--- src/rtl/seg_display_scanner.sv ---
// Time-multiplexed driver for a DIGITS-wide common-strobe 7-segment+DP display.
// Scans one digit per DIV-cycle slot, blanks the first BLANK cycles of each slot,
// gates the strobe with a 4-bit PWM, and latches the display inputs once per frame.
module seg_display_scanner #(
    parameter int DIGITS = 4,
    parameter int DIV    = 50000,
    parameter int BLANK  = 500
) (
    input  logic                  Clock,
    input  logic                  Reset,
    input  logic [8*DIGITS-1:0]   seg_data,
    input  logic [DIGITS-1:0]     digit_en,
    input  logic [3:0]            brightness,
    output logic [DIGITS-1:0]     SD,
    output logic [7:0]            SEG,
    output logic                  frame_start
);

    localparam int CW = $clog2(DIV);
    localparam int IW = (DIGITS > 2) ? $clog2(DIGITS) : 1;
    localparam logic [CW-1:0] CNT_LAST = CW'(DIV - 1);
    localparam logic [IW-1:0] IDX_LAST = IW'(DIGITS - 1);

    logic [CW-1:0]         cnt_q, cnt_d;
    logic [IW-1:0]         idx_q, idx_d;
    logic [8*DIGITS-1:0]   shadow_data_q, shadow_data_d;
    logic [DIGITS-1:0]     shadow_en_q, shadow_en_d;
    logic [DIGITS-1:0]     sd_q, sd_d;
    logic [7:0]            seg_q, seg_d;
    logic                  fs_q, fs_d;
    logic                  slot_end;
    logic                  snap;
    logic                  lit;

    // Next-state: counters with explicit wrap, frame snapshot, lit decision and output patterns
    always_comb begin
        slot_end      = (cnt_q == CNT_LAST);
        snap          = slot_end && (idx_q == IDX_LAST);
        cnt_d         = slot_end ? '0 : cnt_q + 1'b1;
        idx_d         = idx_q;
        if (slot_end) begin
            idx_d = (idx_q == IDX_LAST) ? '0 : idx_q + 1'b1;
        end
        shadow_data_d = snap ? seg_data : shadow_data_q;
        shadow_en_d   = snap ? digit_en : shadow_en_q;
        fs_d          = snap;
        lit           = shadow_en_q[idx_q]
                        && (int'(cnt_q) >= BLANK)
                        && ((brightness == 4'hF) || (cnt_q[3:0] < brightness));
        sd_d          = '0;
        seg_d         = '0;
        if (lit) begin
            sd_d  = DIGITS'(1) << idx_q;
            seg_d = shadow_data_q[8*idx_q +: 8];
        end
    end

    // State and registered outputs; asynchronous active-low reset clears everything
    always_ff @(posedge Clock or negedge Reset) begin
        if (!Reset) begin
            cnt_q         <= '0;
            idx_q         <= '0;
            shadow_data_q <= '0;
            shadow_en_q   <= '0;
            sd_q          <= '0;
            seg_q         <= '0;
            fs_q          <= 1'b0;
        end else begin
            cnt_q         <= cnt_d;
            idx_q         <= idx_d;
            shadow_data_q <= shadow_data_d;
            shadow_en_q   <= shadow_en_d;
            sd_q          <= sd_d;
            seg_q         <= seg_d;
            fs_q          <= fs_d;
        end
    end

    assign SD          = sd_q;
    assign SEG         = seg_q;
    assign frame_start = fs_q;

endmodule

--- config.mk ---
export PLATFORM = sky130hd
export DESIGN_NAME = seg_display_scanner
export DESIGN_NICKNAME = d
export VERILOG_FILES = /design/src/rtl/seg_display_scanner.sv
export SDC_FILE = /design/constraint.sdc
export NUM_CORES = 1
export LEC_CHECK = 0
export CORE_UTILIZATION = 35
export DETAILED_ROUTE_END_ITERATION = 8
export SETUP_SLACK_MARGIN = 0.02
export SKIP_CTS_REPAIR_TIMING = 1
export SYNTH_ARGS = -nofsm -noshare
export SYNTH_HDL_FRONTEND = slang
export SYNTH_SLANG_ARGS = --single-unit
--- constraint.sdc ---
create_clock -name Clock -period 3 [get_ports Clock]
set_input_delay 0.45 -clock Clock [delete_from_list [all_inputs] [get_ports Clock]]
set_output_delay 0.45 -clock Clock [all_outputs]
set_load 0.02 [all_outputs]
==> run_results.csv, run 1 <==
group,metric,value,unit
yosys,ys_top_cells_by_area,"dfrtp_1 54%, mux2_4 15%, mux4_2 6.5%",
die,std_cell_rows,33,
yosys,synth_area_leader_cell,"dfrtp_1",
grt,grt_pass1_wl,9.53,mm
grt,antenna_found_initial,0,
finish,area_growth_syn_to_layout,28.2,%
power_and_ir_drop,p_per_area,455,nW/um^2
grt,grt-ovfl-total,0,
clock_tree,insertion_delay,0.34,ns
routing,dr.pass1.iters,4,
die,fp.dieW,96.2,um
worst_setup_path,cpPeakStageDelay,0.60,ns
worst_setup_path,cp-start-kind,"flip-flop",
clock_tree,cts_sinks,67,
routing,wl,5.70,mm
die,start_util,0.371,
grt,grt_usage,0.142,
die,core,8380,um^2
sta,hold_viol_final,0,
die,die_y,96.2,um
power_and_ir_drop,ir_drop,0.000280,V
worst_setup_path,critPathMaxFanout,36,
worst_setup_path,worstPathRequired,3.22,ns
routing,drt_iter0_markers,81,
grt,grt_pass1_vias,1931,
placement,port_buffers,54,
yosys,yosysSeqAreaShare,0.540,
worst_setup_path,critical_path_class,"reg -> reg",
yosys,synth_cell_types,31,
worst_setup_path,r2r-start,"cnt_q[4]",
routing,routed-via-count,1875,
routing,antenna_left,0,
sta,fin_crit,2.32,ns
sta,clock_skew,0.00888,ns
yosys,yosys.area.top_type_share,0.540,
sta,tns,0,ns
sta,slew_viol_final,0,
worst_setup_path,crit_chain,"or4b_1 > nor4_4 > nand2_4 > mux2_4",
clock_tree,cts_root_buf,"clkbuf_8",
hold_path,hp-class,"in -> async",
sta,max-slew-margin-rel,0.511,
sta,setup-violations-final,0,
flow_run,max_cap_violations,0,
worst_setup_path,worst-path-buf-inv,0,
routing,drc_errors,0,
worst_setup_path,endpoint_kind,"flip-flop",
yosys,synth_area,3110,um^2
yosys,ys_ff_latch,67,
clock_tree,path_clk_slew,0.08,ns
placement,gp_congestion,0.780,
finish,diodes,0,
status,status,"finished clean",
finish,layout.nets,332,
finish,layout-drive-gt1-share,0.248,
worst_setup_path,critPathTopFamily,"simple AND/OR/NAND/NOR gates",
grt,grt_start_max_net_pins,37,
yosys,synth.net_count,268,
sta,period_share,0.774,
worst_setup_path,slowest_stage,"or4b_1",
die,dieArea,9250,um^2
clock_tree,numCtsBuffers,9,
sta,fmax,431,MHz
placement,hpwl,3.99,mm
sta,worst_pin_slew,0.733,ns
routing,drt-wirelength-per-cell,14.6,um
yosys,syn_inst,217,
clock_tree,cts_tree,"built",
clock_tree,ctsHtreeMaxLevel,3,
power_and_ir_drop,power_leakage,1.82,nW
yosys,yosys_warnings,0,
worst_setup_path,crit_path_start,"cnt_q[4]",
routing,viasPerCell,4.80,
sta,rsz0062_at_grt,"false",
clock_tree,clockBufferDepth,2,
power_and_ir_drop,p_total,1.81,mW
die,io_pins,55,
yosys,syn_area_per_cell,14.3,um^2
worst_setup_path,arrival,2.54,ns
-- synthesized netlist by cell type --
master,count
buf_1,1
and2_1,13
nor4_4,1
clkbuf_1,3
mux2_2,6
mux4_2,9
or4b_1,1
nand2_1,7
o21a_1,1
xnor2_1,6
nand2_4,1
or4_4,1
ha_1,9
nor3_1,2
a211oi_1,2
o21ai_0,6
nand3_1,5
nor4_1,3
buf_6,3
xor2_1,6
nor2b_1,1
nand4_1,6
a21oi_1,2
nor3b_1,1
a41oi_1,1
dfrtp_1,67
mux2_4,30
inv_1,8
or3_1,3
and4_1,2
nor2_1,10
-- final cells by class --
cell class              count  area, um^2
multi-input cells         135        1350
flip-flops and latches     67        1680
clock buffers               9         124
clock inverters             7        76.3
well taps                 105         131
fillers                   765        4400
inverters                   8        30.0
repair buffers             60         593
-- metal layers --
layer / up-vias / GRT usage / share of wire
met5: - / 0 / 0
met4: 0 / 0.0634 / 0.016
met3: 8 / 0.0379 / 0.045
met2: 44 / 0.225 / 0.48
met1: 920 / 0.182 / 0.46
li1: 903 / - / -
-- final timing paths --
kind,end,slack [ns],cells after the start
setup / recovery,shadow_data_q[10],0.68,4
hold / removal,shadow_data_q[21],0.16,1
setup reg to reg,shadow_data_q[10],0.68,4
hold reg to reg,cnt_q[13],0.50,1
max in group asynchronous,cnt_q[6],2.19,2
min in group Clock,cnt_q[13],0.50,1
-- metrics by stage --
step / instances / utilization / hold slack, ns / instance area (um^2) / setup WS [ns]
final: 391 / 0.475 / 0.159 / 3980 / 0.679
after global routing: 391 / 0.475 / 0.232 / 3980 / 0.587
after CTS: 391 / 0.475 / 0.173 / 3980 / 0.660
after detailed placement: 375 / 0.451 / 0.490 / 3780 / 0.633
after global placement: 375 / 0.451 / 0.487 / 3780 / 0.682
after floorplan: 217 / - / 0.154 / 3110 / 0.919
-- cell families (layout without fill, tap and decap cells) --
logic type | Yosys count | after routing | share of synthesized area
AO/OA/AOI/OAI | 12 | 12 | 0.0230
adder cells (fa/ha/maj) | 9 | 9 | 0.0363
multiplexers | 45 | 45 | 0.232
flip-flops | 67 | 67 | 0.540
XOR/XNOR | 12 | 12 | 0.0338
buffers and inverters | 15 | 84 | 0.0254
AND/OR/NAND/NOR | 57 | 57 | 0.110
-- state kept, by name, indices dropped and copies added, names as in the netlist --
register       count
shadow_en_q        4
cnt_q             16
shadow_data_q     32
idx_q              2
SD                 4
frame_start        1
SEG                8
-- placed cells by master, fill, tap and decap left out, types with 3 or more instances in the layout --
cell type,synthesis,layout
xor2_1,6,6
ha_1,9,9
mux2_2,6,6
clkbuf_8,0,9
mux4_2,9,9
nor4_1,3,3
nand3_1,5,5
nor2_1,10,10
o21ai_0,6,6
nand2_1,7,7
and2_1,13,13
or3_1,3,3
dfrtp_1,67,67
mux2_4,30,30
xnor2_1,6,6
inv_1,8,8
buf_4,0,5
nand4_1,6,6
clkdlybuf4s50_1,0,53
-- worst register-to-register path, cell delays in order (launching register included) --
cell	delay [ns]
dfrtp_1	0.45
or4b_1	0.60
nor4_4	0.31
nand2_4	0.41
mux2_4	0.44
-- where the power goes --
group / total [mW] / leakage (nW) / internal [mW] / switching, mW
logic: 0.123 / 0.884 / 0.0872 / 0.0358
registers: 0.941 / 0.838 / 0.927 / 0.0136
clock network: 0.747 / 0.0958 / 0.387 / 0.360
total: 1.81 / 1.82 / 1.40 / 0.409
Note: power is estimated with default switching activity, not from simulation.
==> run 2, diff against run 1 <==
==> constraint.sdc (replaced) <==
create_clock -name Clock -period 2.4 [get_ports Clock]
set_input_delay 0.36 -clock Clock [delete_from_list [all_inputs] [get_ports Clock]]
set_output_delay 0.36 -clock Clock [all_outputs]
set_load 0.02 [all_outputs]
==> run_results.csv, run 2 (synthesis gave the netlist of run 1 again) <==
group,metric,value,unit
status,status,"finished clean",
finish,diodes,0,
worst_setup_path,arrival,2.32,ns
grt,grt_usage,0.144,
power_and_ir_drop,p_per_area,581,nW/um^2
die,dieArea,9250,um^2
power_and_ir_drop,ir_drop,0.000244,V
clock_tree,ctsHtreeMaxLevel,3,
sta,period_share,0.873,
routing,drt_iter0_markers,79,
routing,antenna_left,0,
finish,regArea,1680,um^2
finish,layout_commonest_cell,"dfrtp_1",
grt,grt_start_max_net_pins,68,
routing,wl,5.59,mm
sta,max-slew-margin-rel,0.655,
clock_tree,cts_root_buf,"clkbuf_8",
sta,setup-violations-final,0,
routing,drc_errors,0,
die,fp.dieW,96.2,um
sta,tns,0,ns
die,io_pins,55,
worst_setup_path,r2r-end,"shadow_data_q[24]",
finish,area_growth_syn_to_layout,28.9,%
worst_setup_path,endpoint_kind,"flip-flop",
die,std_cell_rows,33,
grt,grt_pass1_wl,9.80,mm
die,core,8380,um^2
worst_setup_path,critPathMaxFanout,36,
worst_setup_path,critical_path_class,"reg -> reg",
worst_setup_path,cp-start-kind,"flip-flop",
grt,grt-ovfl-total,0,
grt,grt_pass1_vias,1962,
hold_path,hp-class,"in -> async",
sta,rsz0062_at_grt,"false",
routing,drt-wirelength-per-cell,14.3,um
grt,antenna_found_initial,0,
clock_tree,cts_tree,"built",
finish,largest_register,"shadow_data_q",
sta,hold_viol_final,0,
sta,worst_pin_slew,0.517,ns
finish,fillCellCount,720,
power_and_ir_drop,power_leakage,1.83,nW
finish,final_cell_mix,"67 x dfrtp_1, 53 x clkdlybuf4s50_1, 30 x mux2_4",
sta,fin_crit,2.10,ns
worst_setup_path,timing.reg2reg.setup_slack,0.30,ns
finish,multiInputGateArea,1350,um^2
finish,largest_reg_flops,32,
worst_setup_path,r2r-start,"cnt_q[13]",
worst_setup_path,ff2ff_path_depth,5,
clock_tree,insertion_delay,0.34,ns
clock_tree,clockBufferDepth,2,
finish,fin_util,0.478,
sta,clock_skew,0.0115,ns
placement,gp_congestion,0.773,
worst_setup_path,worstPathRequired,2.63,ns
routing,routed-via-count,1861,
clock_tree,numCtsBuffers,9,
sta,slew_viol_final,0,
sta,fmax,477,MHz
placement,port_buffers,54,
placement,hpwl,3.83,mm
finish,layout.nets,332,
die,die_y,96.2,um
clock_tree,path_clk_slew,0.07,ns
clock_tree,cts_sinks,67,
routing,viasPerCell,4.76,
routing,dr.pass1.iters,4,
finish,layout-drive-gt1-share,0.241,
flow_run,max_cap_violations,0,
die,start_util,0.371,
-- run 2: layer usage --
layer / wire length, um / vias up / GRT usage
met3: 254 / 10 / 0.0403
met5: 0 / - / 0
met1: 2650 / 911 / 0.192
li1: - / 897 / -
met2: 2570 / 43 / 0.213
met4: 112 / 0 / 0.0709
-- run 2: where the power goes --
| part | switching, mW | total (mW) | internal (mW) |
|---|---|---|---|
| registers | 0.0169 | 1.18 | 1.16 |
| clock network | 0.416 | 0.998 | 0.582 |
| logic | 0.0433 | 0.152 | 0.109 |
| total | 0.476 | 2.33 | 1.85 |
-- run 2: worst max-delay path, cell delays in order, from the launching register on --
cell and delay (ns):
dfrtp_1 0.41, or4_4 0.58, nor4_4 0.37, nand2_4 0.08, buf_12 0.19, mux2_4 0.32
-- run 2: final cells by class --
class                      count  area share
clock buffer                  11      0.0328
clock inverter                 5      0.0194
inverter                       8     0.00750
multi-input combinational    135       0.337
sequential                    67       0.419
tap                          105      0.0328
timing repair buffer          60       0.151
-- run 2: how the worst max path moves through the flow --
| stage | start | to | slack [ns] | cells after the start |
|---|---|---|---|---|
| global placement | cnt_q[13] | shadow_data_q[14] | 0.32 | 5 |
| floorplan | cnt_q[13] | shadow_data_q[10] | 0.32 | 5 |
| CTS | cnt_q[13] | shadow_data_q[9] | 0.30 | 5 |
| global route | cnt_q[4] | shadow_data_q[20] | 0.22 | 5 |
| detailed placement | cnt_q[13] | shadow_data_q[13] | 0.31 | 5 |
| finish | cnt_q[13] | shadow_data_q[24] | 0.30 | 5 |
-- run 2: stage by stage --
step	power, mW	std cells	worst slack [ns]	cell area (um^2)	hold slack (ns)
2_1_floorplan	1.25	217	0.319	3110	0.0644
3_3_place_gp	1.35	375	0.325	3790	0.405
3_5_place_dp	1.35	375	0.312	3790	0.409
4_1_cts	2.37	391	0.296	4000	0.0267
5_1_grt	2.42	391	0.223	4000	0.0554
6_report	2.33	391	0.305	4000	0.0192
==> run 3, diff against run 2 <==
--- a/config.mk
+++ b/config.mk
@@ -5,8 +5,9 @@
 export SDC_FILE = /design/constraint.sdc
 export NUM_CORES = 1
 export LEC_CHECK = 0
-export CORE_UTILIZATION = 35
+export CORE_UTILIZATION = 52
 export DETAILED_ROUTE_END_ITERATION = 8
+export PLACE_DENSITY = 0.79
 export SETUP_SLACK_MARGIN = 0.02
 export SKIP_CTS_REPAIR_TIMING = 1
 export SYNTH_ARGS = -nofsm -noshare
==> run_results.csv, run 3 (synthesis gave the netlist of run 1 again) <==
group,metric,value,unit
finish,diodes,0,
routing,drt_iter0_markers,107,
sta,fmax,481,MHz
clock_tree,clockBufferDepth,2,
die,fp.dieW,79.3,um
finish,fillCellCount,381,
grt,met2_usage,0.326,
routing,wl,5.78,mm
flow_run,max_cap_violations,0,
power_and_ir_drop,p_per_area,600,nW/um^2
worst_setup_path,critPathMaxFanout,36,
grt,antenna_found_initial,0,
hold_path,hp-class,"in -> async",
worst_setup_path,endpoint,"shadow_data_q[13]",
grt,grt_use_met1,0.279,
worst_setup_path,arrival,2.31,ns
grt,grt_pass1_vias,1960,
sta,hold_viol_final,0,
clock_tree,ctsHtreeMaxLevel,3,
grt,grt_use_met3,0.0414,
die,dieArea,6290,um^2
grt,grt_pass1_wl,9.56,mm
sta,tns,0,ns
routing,dr.pass1.iters,4,
status,status,"finished clean",
power_and_ir_drop,p_comb_frac,0.064,
grt,grt_start_max_net_pins,37,
finish,layout-drive-gt1-share,0.253,
die,io_pins,55,
sta,period_share,0.867,
finish,layout_commonest_cell,"dfrtp_1",
worst_setup_path,ff2ff_path_depth,5,
worst_setup_path,r2r-start,"cnt_q[13]",
grt,grt_usage,0.211,
sta,max-slew-margin-rel,0.722,
sta,setup-violations-final,0,
die,die_y,79.3,um
finish,area_growth_syn_to_layout,28.2,%
worst_setup_path,timing.reg2reg.setup_slack,0.32,ns
worst_setup_path,critical_path_class,"reg -> reg",
power_and_ir_drop,pwr-share-seq,0.493,
worst_setup_path,endpoint_kind,"flip-flop",
clock_tree,cts_tree,"built",
worst_setup_path,worstPathRequired,2.63,ns
finish,largest_register,"shadow_data_q",
power_and_ir_drop,p_sw_frac,0.213,
die,core,5640,um^2
grt,grt.busiest_layer,"met2",
clock_tree,insertion_delay,0.35,ns
sta,fin_ws,0.319,ns
worst_setup_path,cp-start-kind,"flip-flop",
die,start_util,0.550,
finish,largest_reg_flops,32,
clock_tree,cts_root_buf,"clkbuf_8",
finish,layout.nets,334,
die,std_cell_rows,27,
worst_setup_path,crit_path_start,"cnt_q[13]",
worst_setup_path,r2r-end,"shadow_data_q[13]",
power_and_ir_drop,power_leakage,1.84,nW
routing,drc_errors,0,
sta,clock_skew,0.00987,ns
sta,rsz0062_at_grt,"false",
sta,slew_viol_final,0,
grt,grt-ovfl-total,0,
routing,viasPerCell,5.39,
clock_tree,numCtsBuffers,9,
finish,final_cell_mix,"67 x dfrtp_1, 53 x clkdlybuf4s50_1, 30 x mux2_4",
clock_tree,cts_sinks,67,
placement,hpwl,3.97,mm
placement,port_buffers,54,
power_and_ir_drop,clkPwrFrac,0.443,
finish,fin_util,0.706,
clock_tree,path_clk_slew,0.08,ns
power_and_ir_drop,p_switching,508,uW
power_and_ir_drop,ir_drop,0.000386,V
routing,drt-wirelength-per-cell,16.0,um
routing,routed-via-count,1942,
sta,worst_pin_slew,0.417,ns
routing,antenna_left,0,
placement,preCtsSetupSlack,0.324,ns
placement,gp_congestion,0.832,
power_and_ir_drop,internal_power,1.88,mW
sta,fin_crit,2.08,ns
run 3: cell types whose count changed in the layout (fill, tap and decap cells not counted):
cell / previous run / this run
clkinv_2: 2 / 1
clkbuf_8: 9 / 10
buf_4: 4 / 7
buf_12: 2 / 1
clkinvlp_4: 1 / 2
clkinv_4: 0 / 1
clkbuf_1: 2 / 0
run 3: worst min-delay path by stage:
stage	start	endpoint	slack, ns	depth (start not counted)
5_1_grt	Reset	shadow_data_q[30]	0.08	2
3_5_place_dp	Reset	shadow_data_q[22]	0.42	2
3_3_place_gp	Reset	shadow_data_q[30]	0.41	2
2_1_floorplan	Reset	SD[0]	0.06	0
4_1_cts	Reset	shadow_data_q[22]	0.04	2
6_report	Reset	shadow_data_q[16]	0.04	2
run 3: area by class of cell:
cell class	instances	area, um^2	share of cell area
Sequential cell	67	1680	0.421
Multi-Input combinational cell	135	1350	0.339
Timing Repair Buffer	62	608	0.153
Clock buffer	10	138	0.0346
Tap cell	72	90.1	0.0226
Clock inverter	6	88.8	0.0223
Inverter	8	30.0	0.00754
run 3: worst max-delay path, stage by stage, from the launching register on:
cell and delay (ns):
dfrtp_1 0.40, or4_4 0.58, nor4_4 0.36, nand2_4 0.09, buf_12 0.20, mux2_4 0.33
run 3: through the flow:
stage | total power, mW | hold slack [ns] | instance area, um^2 | cells
after detailed placement | 1.35 | 0.421 | 3750 | 344
after global routing | 2.47 | 0.0806 | 3980 | 360
after CTS | 2.41 | 0.0433 | 3980 | 360
final | 2.39 | 0.0387 | 3980 | 360
after floorplan | 1.25 | 0.0644 | 3110 | 217
after global placement | 1.35 | 0.414 | 3750 | 344
run 3: routing by layer:
| metal | wire length [um] | part of all wire | vias up |
|---|---|---|---|
| met2 | 2810 | 0.49 | 54 |
| li1 | - | - | 905 |
| met5 | 0 | 0 | - |
| met4 | 162 | 0.028 | 0 |
| met1 | 2590 | 0.45 | 970 |
| met3 | 213 | 0.037 | 13 |
run 3: power by group through the flow:
stage	clock [mW]	sequential [mW]	combinational [mW]
final	1.06	1.18	0.154
after global routing	1.12	1.18	0.168
after CTS	1.07	1.18	0.157
after detailed placement	0	1.20	0.155
after global placement	0	1.20	0.152
after floorplan	0	1.19	0.0565
